File: src/rtl/cnn_pkg.sv
// cnn_pkg: shared defaults, FSM state type and index helpers for the CNN store path
package cnn_pkg;
  localparam int CNN_MEM_ADDR_SIZE = 16;
  localparam int CNN_BLOCK_SIZE = 25;
  localparam int CNN_DATA_SIZE = 16;
  localparam int CNN_BUF_DEPTH = 1024;
  typedef enum logic [1:0] {IDLE, FILL, WRITE, DONE} state_t;
  function automatic logic [31:0] min32(logic [31:0] a, logic [31:0] b);
    return a > b ? b : a;
  endfunction
  function automatic logic [31:0] clamp_idx(logic [31:0] idx, logic [31:0] lim);
    return idx >= lim ? lim - 32'd1 : idx;
  endfunction
endpackage

File: src/rtl/block_packer.sv
// block_packer: DMA block register file capturing buffer words with padding and optional ReLU (STORE_BLOCK_RELU_EN)
module block_packer #(
  parameter int DATA_SIZE = 16,
  parameter int BLOCK_SIZE = 25,
  localparam int CW = $clog2(BLOCK_SIZE + 1)
)(
  input  logic                        clk,
  input  logic                        rst_n,
  input  logic                        en,
  input  logic [CW-1:0]               slot,
  input  logic                        pad,
  input  logic signed [DATA_SIZE-1:0] din,
  output logic signed [DATA_SIZE-1:0] dout [BLOCK_SIZE]
);
  logic signed [DATA_SIZE-1:0] val;
  // word value after the optional negative clamp
  always_comb begin
`ifdef STORE_BLOCK_RELU_EN
    val = din[DATA_SIZE-1] ? '0 : din;
`else
    val = din;
`endif
  end
  // capture one slot per cycle; slots past the map end are zero padding
  always_ff @(posedge clk or negedge rst_n) begin
    if (!rst_n)
      for (int k = 0; k < BLOCK_SIZE; k++) dout[k] <= '0;
    else if (en)
      dout[slot] <= pad ? '0 : val;
  end
endmodule

File: src/rtl/store_block.sv
// store_block: streams a size*size feature map from the local buffer to memory in fixed-size DMA blocks (ReLU option: STORE_BLOCK_RELU_EN)
module store_block
  import cnn_pkg::*;
#(
  parameter int MEM_ADDR_SIZE = CNN_MEM_ADDR_SIZE,
  parameter int BLOCK_SIZE = CNN_BLOCK_SIZE,
  parameter int DATA_SIZE = CNN_DATA_SIZE,
  parameter int BUF_DEPTH = CNN_BUF_DEPTH
)(
  input  logic                        clk,
  input  logic                        rst_n,
  input  logic                        start,
  input  logic [15:0]                 size,
  input  logic [MEM_ADDR_SIZE-1:0]    address,
  output logic [9:0]                  bufAddr,
  input  logic signed [DATA_SIZE-1:0] bufData,
  output logic [MEM_ADDR_SIZE-1:0]    dmaAddr,
  output logic signed [DATA_SIZE-1:0] dmaIn [BLOCK_SIZE],
  output logic                        dmaWe,
  input  logic                        dmaAck,
  output logic                        busy,
  output logic                        done
);
  localparam int CW = $clog2(BLOCK_SIZE + 1);
  localparam logic [31:0] DEPTH = BUF_DEPTH;
  localparam logic [31:0] BLK = BLOCK_SIZE;
  localparam logic [CW-1:0] LAST = CW'(BLOCK_SIZE);
  state_t state;
  logic [MEM_ADDR_SIZE-1:0] base;
  logic [31:0] total, base_idx, total_n, widx;
  logic [CW-1:0] cnt;
  // clamp the requested word count to what the buffer can hold
  always_comb begin
    total_n = min32({16'd0, size} * {16'd0, size}, DEPTH);
    widx = base_idx + 32'(cnt) - 32'd1;
  end
  // control FSM: fill a block from the buffer, hand it to DMA, repeat until the map is stored
  always_ff @(posedge clk or negedge rst_n) begin
    if (!rst_n) begin
      state <= IDLE;
      base <= '0;
      total <= '0;
      base_idx <= '0;
      cnt <= '0;
      bufAddr <= '0;
      dmaAddr <= '0;
      dmaWe <= 1'b0;
      busy <= 1'b0;
      done <= 1'b0;
    end else begin
      case (state)
        IDLE: if (start) begin
          base <= address;
          total <= total_n;
          base_idx <= '0;
          cnt <= '0;
          bufAddr <= '0;
          busy <= 1'b1;
          done <= total_n == '0;
          state <= total_n == '0 ? DONE : FILL;
        end
        FILL: begin
          cnt <= cnt == LAST ? '0 : cnt + CW'(1);
          bufAddr <= 10'(clamp_idx(base_idx + 32'(cnt) + 32'd1, DEPTH));
          if (cnt == LAST) begin
            state <= WRITE;
            dmaWe <= 1'b1;
            dmaAddr <= base + MEM_ADDR_SIZE'(base_idx);
          end
        end
        WRITE: if (dmaAck) begin
          dmaWe <= 1'b0;
          if (base_idx + BLK < total) begin
            state <= FILL;
            base_idx <= base_idx + BLK;
            bufAddr <= 10'(clamp_idx(base_idx + BLK, DEPTH));
          end else begin
            state <= DONE;
            done <= 1'b1;
          end
        end
        DONE: begin
          done <= 1'b0;
          busy <= 1'b0;
          state <= IDLE;
        end
        default: state <= IDLE;
      endcase
    end
  end
  block_packer #(.DATA_SIZE(DATA_SIZE), .BLOCK_SIZE(BLOCK_SIZE)) u_packer (
    .clk(clk),
    .rst_n(rst_n),
    .en(state == FILL && cnt != '0),
    .slot(cnt - CW'(1)),
    .pad(widx >= total),
    .din(bufData),
    .dout(dmaIn)
  );
endmodule

File: config.mk
export PLATFORM = sky130hd
export DESIGN_NAME = store_block
export DESIGN_NICKNAME = d
export VERILOG_FILES = /design/src/rtl/cnn_pkg.sv /design/src/rtl/block_packer.sv /design/src/rtl/store_block.sv
export SDC_FILE = /design/constraint.sdc
export NUM_CORES = 1
export LEC_CHECK = 0
export CAP_MARGIN = 40
export CORE_AREA = 10 10 251 253
export CTS_BUF_LIST = sky130_fd_sc_hd__clkbuf_4
export DETAILED_ROUTE_END_ITERATION = 8
export DIE_AREA = 0 0 261 263
export PLACE_DENSITY = 0.94
export SLEW_MARGIN = 15
export SYNTH_ARGS = -nofsm -noshare
export SYNTH_HDL_FRONTEND = slang
export SYNTH_SLANG_ARGS = --single-unit
File: constraint.sdc
create_clock -name clk -period 7.4 [get_ports clk]
set_clock_uncertainty 0.1 [all_clocks]
set_input_delay 1.11 -clock clk [delete_from_list [all_inputs] [get_ports clk]]
set_output_delay 1.11 -clock clk [all_outputs]
set_load 0.005 [all_outputs]
After elaboration in Yosys (flattened, before gate mapping). Index checks and enable logic that the tools add are counted.

Logic and storage cells: 113. RAM bits: 0. Latch bits: 0. Register bits after elaboration: 516. Input bits: 52. Memories: 0. Output and inout bits: 429. ROM bits: 0.

Add/sub/neg operators: 7. Multiply operators: 1. Div/mod/pow operators: 0. Eq/ne operators: 9. Reductions and logical operators: 20. Multiplexer cells: 33. Bitwise gates (word level): 1. $lt $le $gt $ge: 7. Shift-type cells: 0.

Operator list (number): $bwmux 400 (1); $mux 32 (4); $demux 16 s5 (1); $ge 32x11->1 const B (2); $pmux 32 s2 (1); $mux 10 (5); $add 32x1->32 const B (1); $add 32x5->32 (1); $add 32x5->32 const B (1); $ge 32x32->1 (1); $gt 32x11->1 const B (1); $logic_not 32->1 (1); $lt 32x32->1 (1); $mul 16x16->32 (1); $mux 16 (2); $sub 32x1->32 const B (1); $pmux 10 s3 (1); $add 16x16->16 (1); $reduce_and 4->1 (3); $mux 2 (5); $mux 5 (2); $ne 2x2->1 const B (5); $pmux 5 s2 (1); $pmux 2 s4 (1); 18 further kinds (34).

Depth between registers and ports, before layout. Gate-level depths: netlist of run 1.

Word-level depth: 7. Gate-level depth with buffers: 29. Depth with buffers taken out: 26.

Hierarchy. A second synthesis of run 1 with hierarchy kept.

Cells, all modules: 3001. Area total of the unflattened synthesis: 33012.9 um^2.

Modules (own cells, without submodules): store_block (cells an instance 2081, seq. area each 2877.8 um^2, times used 1, area each 17693.2 um^2); block_packer (cells an instance 920, seq. area each 10009.6 um^2, times used 1, area each 15319.7 um^2).

Worst setup path after synthesis of run 1. OpenSTA, ideal clock, no wires.

Path type: input-to-reg. Start: input port size[1]. End: register total[2]. Buffers on the path: 3. Data arrival time: 7.599 ns. Stages on the path: 25. Required time: 7.232 ns. Path slack: -0.367 ns. Setup time: 0.068 ns. Path through: clkbuf_1 -> clkbuf_1 -> nand2_1 -> fa_1 -> inv_1 -> fa_1 -> fa_1 -> fa_1 -> fa_1 -> inv_1 -> fa_1 -> inv_1 -> ha_1 -> a21o_1 -> a21o_1 -> a21oi_1 -> o32ai_1 -> or4_1 -> nor3_1 -> nand4b_1 -> nor4_1 -> nand4b_1 -> and4b_1 -> clkbuf_1 -> a32o_1.

Longest elaborated chain between the ends: 3.

Ends and longest elaborated chain: start, declared (RTL line store_block.sv:13) `input logic [15:0] size,`; $mul 16x16->32 (*) (RTL line store_block.sv:34) `total_n = min32({16'd0, size} * {16'd0, size}, DEPTH);`; $gt 32x11->1 (RTL line cnn_pkg.sv:9) `return a > b ? b : a;`; $mux 32 (*) (RTL line cnn_pkg.sv:9); end signal, assigned (RTL line store_block.sv:54) `total <= total_n;`; end, declared (RTL line store_block.sv:30) `logic [31:0] total, base_idx, total_n, widx;`.

Every way passes the cells marked *; elsewhere a longest branch is shown, timed or not. A chain may end at the register's enable or synchronous reset.

Worst setup path after layout of run 1.
Start: input port size[12]. End: register total[3].

Longest elaborated chain between the ends: 3.

Ends and longest elaborated chain (RTL line): $mul 16x16->32 (store_block.sv:34); $gt 32x11->1 (cnn_pkg.sv:9); $mux 32 (cnn_pkg.sv:9).

Every way passes these cells.

==> results.env, run 1 <==
FILLERS=3768
CLOCK_SINKS=515
DETAIL_ROUTE.ITER0.VIOLATIONS=2058
NETLIST_TOP_CELLS_AREA='dfrtp_1, mux2_2, fa_1'
SYNTHDISTINCTLIBCELLS=92
RELSLEWSLACK_PCT=35.0
SYNTH.LARGEST_AREA_CELL='dfrtp_1'
CLKTRANSATPATHREGS_NS=0.06
INITIAL_UTILIZATION_PCT=56.0
P_LEAK_nW=20.7
POSTSYNTHAREAPERCELL_UM2=10.9
DP_HPWL_MM=81.6
POST_SYNTH_INSTANCE_AREA_UM2=32600
ROUTED_WIRELENGTH_MM=110
SYNTH_ENABLE_FLOP_CELLS=0
R2R-START='base_idx[0]'
CTSRESIZECOUNT=0
DETAIL_ROUTE.FIRST_PASS.ITERATIONS=6
ROOT_BUFFER='clkbuf_4'
FLOORPLAN.ROWS=89
TIMING_WORST_SLEW_PIN_VALUE_NS=0.976
YOSYSMOSTFREQUENTCELL='dfrtp_1'
LAYOUT_AREA_OVERHEAD_PCT=28.0
TRITONCTS='yes'
GRT_PASS1_WL_MM=169
SYNTH_SEQ_CELLS=515
DETAIL_ROUTE.DRC_VIOLATIONS=0
WORSTPATHARRIVAL_NS=7.96
PRE_CTS_SLACK_NS=-0.926
GRT_START_MAX_NET_PINS=181
WORSTSETUPSTARTPOINT='size[12]'
PLACE.DETAILED.INSTANCES=4327
RSZ0062_AT_GRT='false'
ANTENNA_FOUND_INITIAL=5
FF2FF_SETUP_SLACK_NS=0.41
YS.WARNINGS.COUNT=0
GLOBALPLACE.CONGESTION=0.958
MIN-DELAY-PATH-CLASS='primary input to asynchronous set/reset pin'
LAYOUT_SETUP_WS_NS=0.220
ASYNC_FLOP_SHARE_PCT=100
GRT_PASS1_VIAS=28990
SYNTH.NET_COUNT=3406
NUM-NETS-FINAL=4110
YOSYSTOPAREACELLSHARE_PCT=39.5
POST-CTS-SETUP-BUFFER-COUNT=0
HOLD_VIOL=0
P_TOTAL_mW=21.6
CRIT_PATH_MAX_FANOUT=7
IOS=481
LAYOUT_MIN_CYCLE_TIME_NS=7.18
YOSYS_MOST_USED_DFF='dfrtp_1'
FP.DIEW_UM=261
VDD_DROP_MAX_mV=0.964
CLOCK_LATENCY_ON_THE_WORST_SKEW_PAIR_NS=0.99
CORE_FOOTPRINT_UM2=58200
TIMING.FINAL.CRIT_SHARE_PCT=97.0
REG2REG_TO='u_packer.dout[61]'
ENDPOINT='total[3]'
LAYOUTNONFILLERINSTCOUNT=4572
POST_SYNTH_INST_COUNT=2991
VIA_PER_INST=5.87
DETAIL-ROUTE-ANTENNA-NETS=0
VIAS=26857
CTS_BUFFER_DEPTH=3
PORT-BUFFER-COUNT=480
DRV_SLEW=0
DIE-AREA_UM2=68600
PWR_DENSITY_CELL_nW_PER_UM2=518
ACHIEVABLE-FREQUENCY_GHz=0.139
SETUP_VIOL=0
SYNTH.CELLS.MOST_FREQUENT='dfrtp_1, mux2_2, inv_1, ha_1, nand2_1'
DIE_Y_UM=263
AVGROUTEDWIREPERCELL_UM=24.0
H_TREE_LEVEL_COUNT=4
OUTCOME='finished, final reports clean'
SYNTH-SEQ-AREA-SHARE_PCT=39.5
MULTIINPUTGATEAREA_UM2=18100
CRITPATHREQUIREDTIME_NS=8.18
CRIT_PATH_START_KIND='primary input'
CTS_HOLD_BUFFERS=0
FF2FF_PATH_DEPTH=22
NUMCTSBUFFERS=138
DRV.MAX_CAP_VIOLATION_COUNT=0
LAYOUT_CELL_SHARE_WITH_DRIVE_STRENGTH_BEYOND_1_PCT=24.5
GRT_REMAINING_OVERFLOW=0
CRITPATHCAPTURETYPE='register'
SEQ_AREA_UM2=12900
PATH_CLASS='primary input to register'
GRT_UTIL_ALL_LAYERS_PCT=31.9
==> sequential cells by signal, summed over array words and instances (netlist names) <==
signal,cells
state,2
dmaWe,1
bufAddr,10
dmaAddr,16
done,1
busy,1
cnt,5
total,31
base_idx,32
u_packer.dout,400
base,16
==> where the power goes <==
group | switching [mW] | total, mW | internal [mW]
Sequential | 0.455 | 3.91 | 3.45
Clock | 1.33 | 2.61 | 1.29
Combinational | 8.39 | 15.1 | 6.70
==> stage by stage <==
step / utilization [%] / TNS [ns] / instance area, um^2 / hold WS, ns
3_3_place_gp: 68.2 / -7.18 / 39700 / 0.362
6_report: 71.7 / 0 / 41800 / 0.0473
5_1_grt: 71.7 / 0 / 41800 / 0.0448
4_1_cts: 71.6 / 0 / 41700 / 0.0315
2_1_floorplan: - / -0.0171 / 32700 / 0.366
3_5_place_dp: 68.6 / -10.30 / 39900 / 0.370
==> worst min-delay path by stage <==
| stage | endpoint | cells past startpoint |
|---|---|---|
| after floorplan | total[2] | 1 |
| after global placement | dmaAddr[11] | 2 |
| after detailed placement | dmaAddr[10] | 2 |
| after CTS | u_packer.dout[18] | 1 |
| after global routing | total[16] | 1 |
| final | total[21] | 1 |
==> cell usage in the layout, fill, tap and decap left out, types with 58 or more instances in the layout <==
master           instances
dfrtp_1                515
clkdlybuf4s50_1        472
mux2_2                 417
inv_1                  322
clkbuf_4               198
ha_1                   197
buf_4                  191
nand2_1                177
fa_1                   165
nor2_1                 137
o21ai_0                 92
xnor2_1                 82
a21oi_1                 70
and2_1                  66
a21o_1                  58
==> critical path, stage by stage <==
cell             delay [ns]
clkdlybuf4s50_1        0.47
buf_4                  0.17
nand2_1                0.13
fa_1                   0.56
inv_1                  0.05
fa_1                   0.48
fa_1                   0.52
fa_1                   0.54
fa_1                   0.57
inv_1                  0.07
fa_1                   0.53
inv_1                  0.04
ha_1                   0.31
a21o_1                 0.20
a21o_1                 0.19
a21oi_1                0.15
o32ai_1                0.10
or4_1                  0.57
nor3_2                 0.18
nand4b_1               0.12
nor4_2                 0.15
nand4b_1               0.17
and4b_4                0.43
a22o_1                 0.15
==> metal layers <==
| layer | vias up | global-route usage [%] | part of all wire [%] |
|---|---|---|---|
| li1 | 11731 | - | - |
| met1 | 13482 | 36.3 | 37 |
| met2 | 1236 | 53.1 | 49 |
| met3 | 408 | 7.29 | 7.1 |
| met4 | 0 | 20.8 | 7.1 |
| met5 | - | 0 | 0 |
==> final cells by class <==
cell class                 count  area share [%]
antenna                        5          0.0300
clock buffer                 198            3.56
clock inverter                41           0.638
sequential                   515            30.9
timing repair buffer         705            16.4
multi-input combinational   2013            43.3
inverter                     322            2.89
tap                          773            2.32
==> kinds of logic after synthesis <==
family | share of synthesized area (%)
buf+inv | 5.42
fa+ha+maj | 17.7
simple gates | 11.1
mux | 14.6
xor+xnor | 3.46
flops | 39.5
compound gates | 8.15
(Power assumes the default switching activity.)
==> inputs of run 2 (changes only) <==
--- a/config.mk
+++ b/config.mk
@@ -5,6 +5,8 @@
 export SDC_FILE = /design/constraint.sdc
 export NUM_CORES = 1
 export LEC_CHECK = 0
+export ABC_AREA = 0
+export ABC_CLOCK_PERIOD_IN_PS = 7400
 export CAP_MARGIN = 40
 export CORE_AREA = 10 10 251 253
 export CTS_BUF_LIST = sky130_fd_sc_hd__clkbuf_4
==> results of run 2 <==
No change in the layout: final DEF, timing and power equal those of run 1.
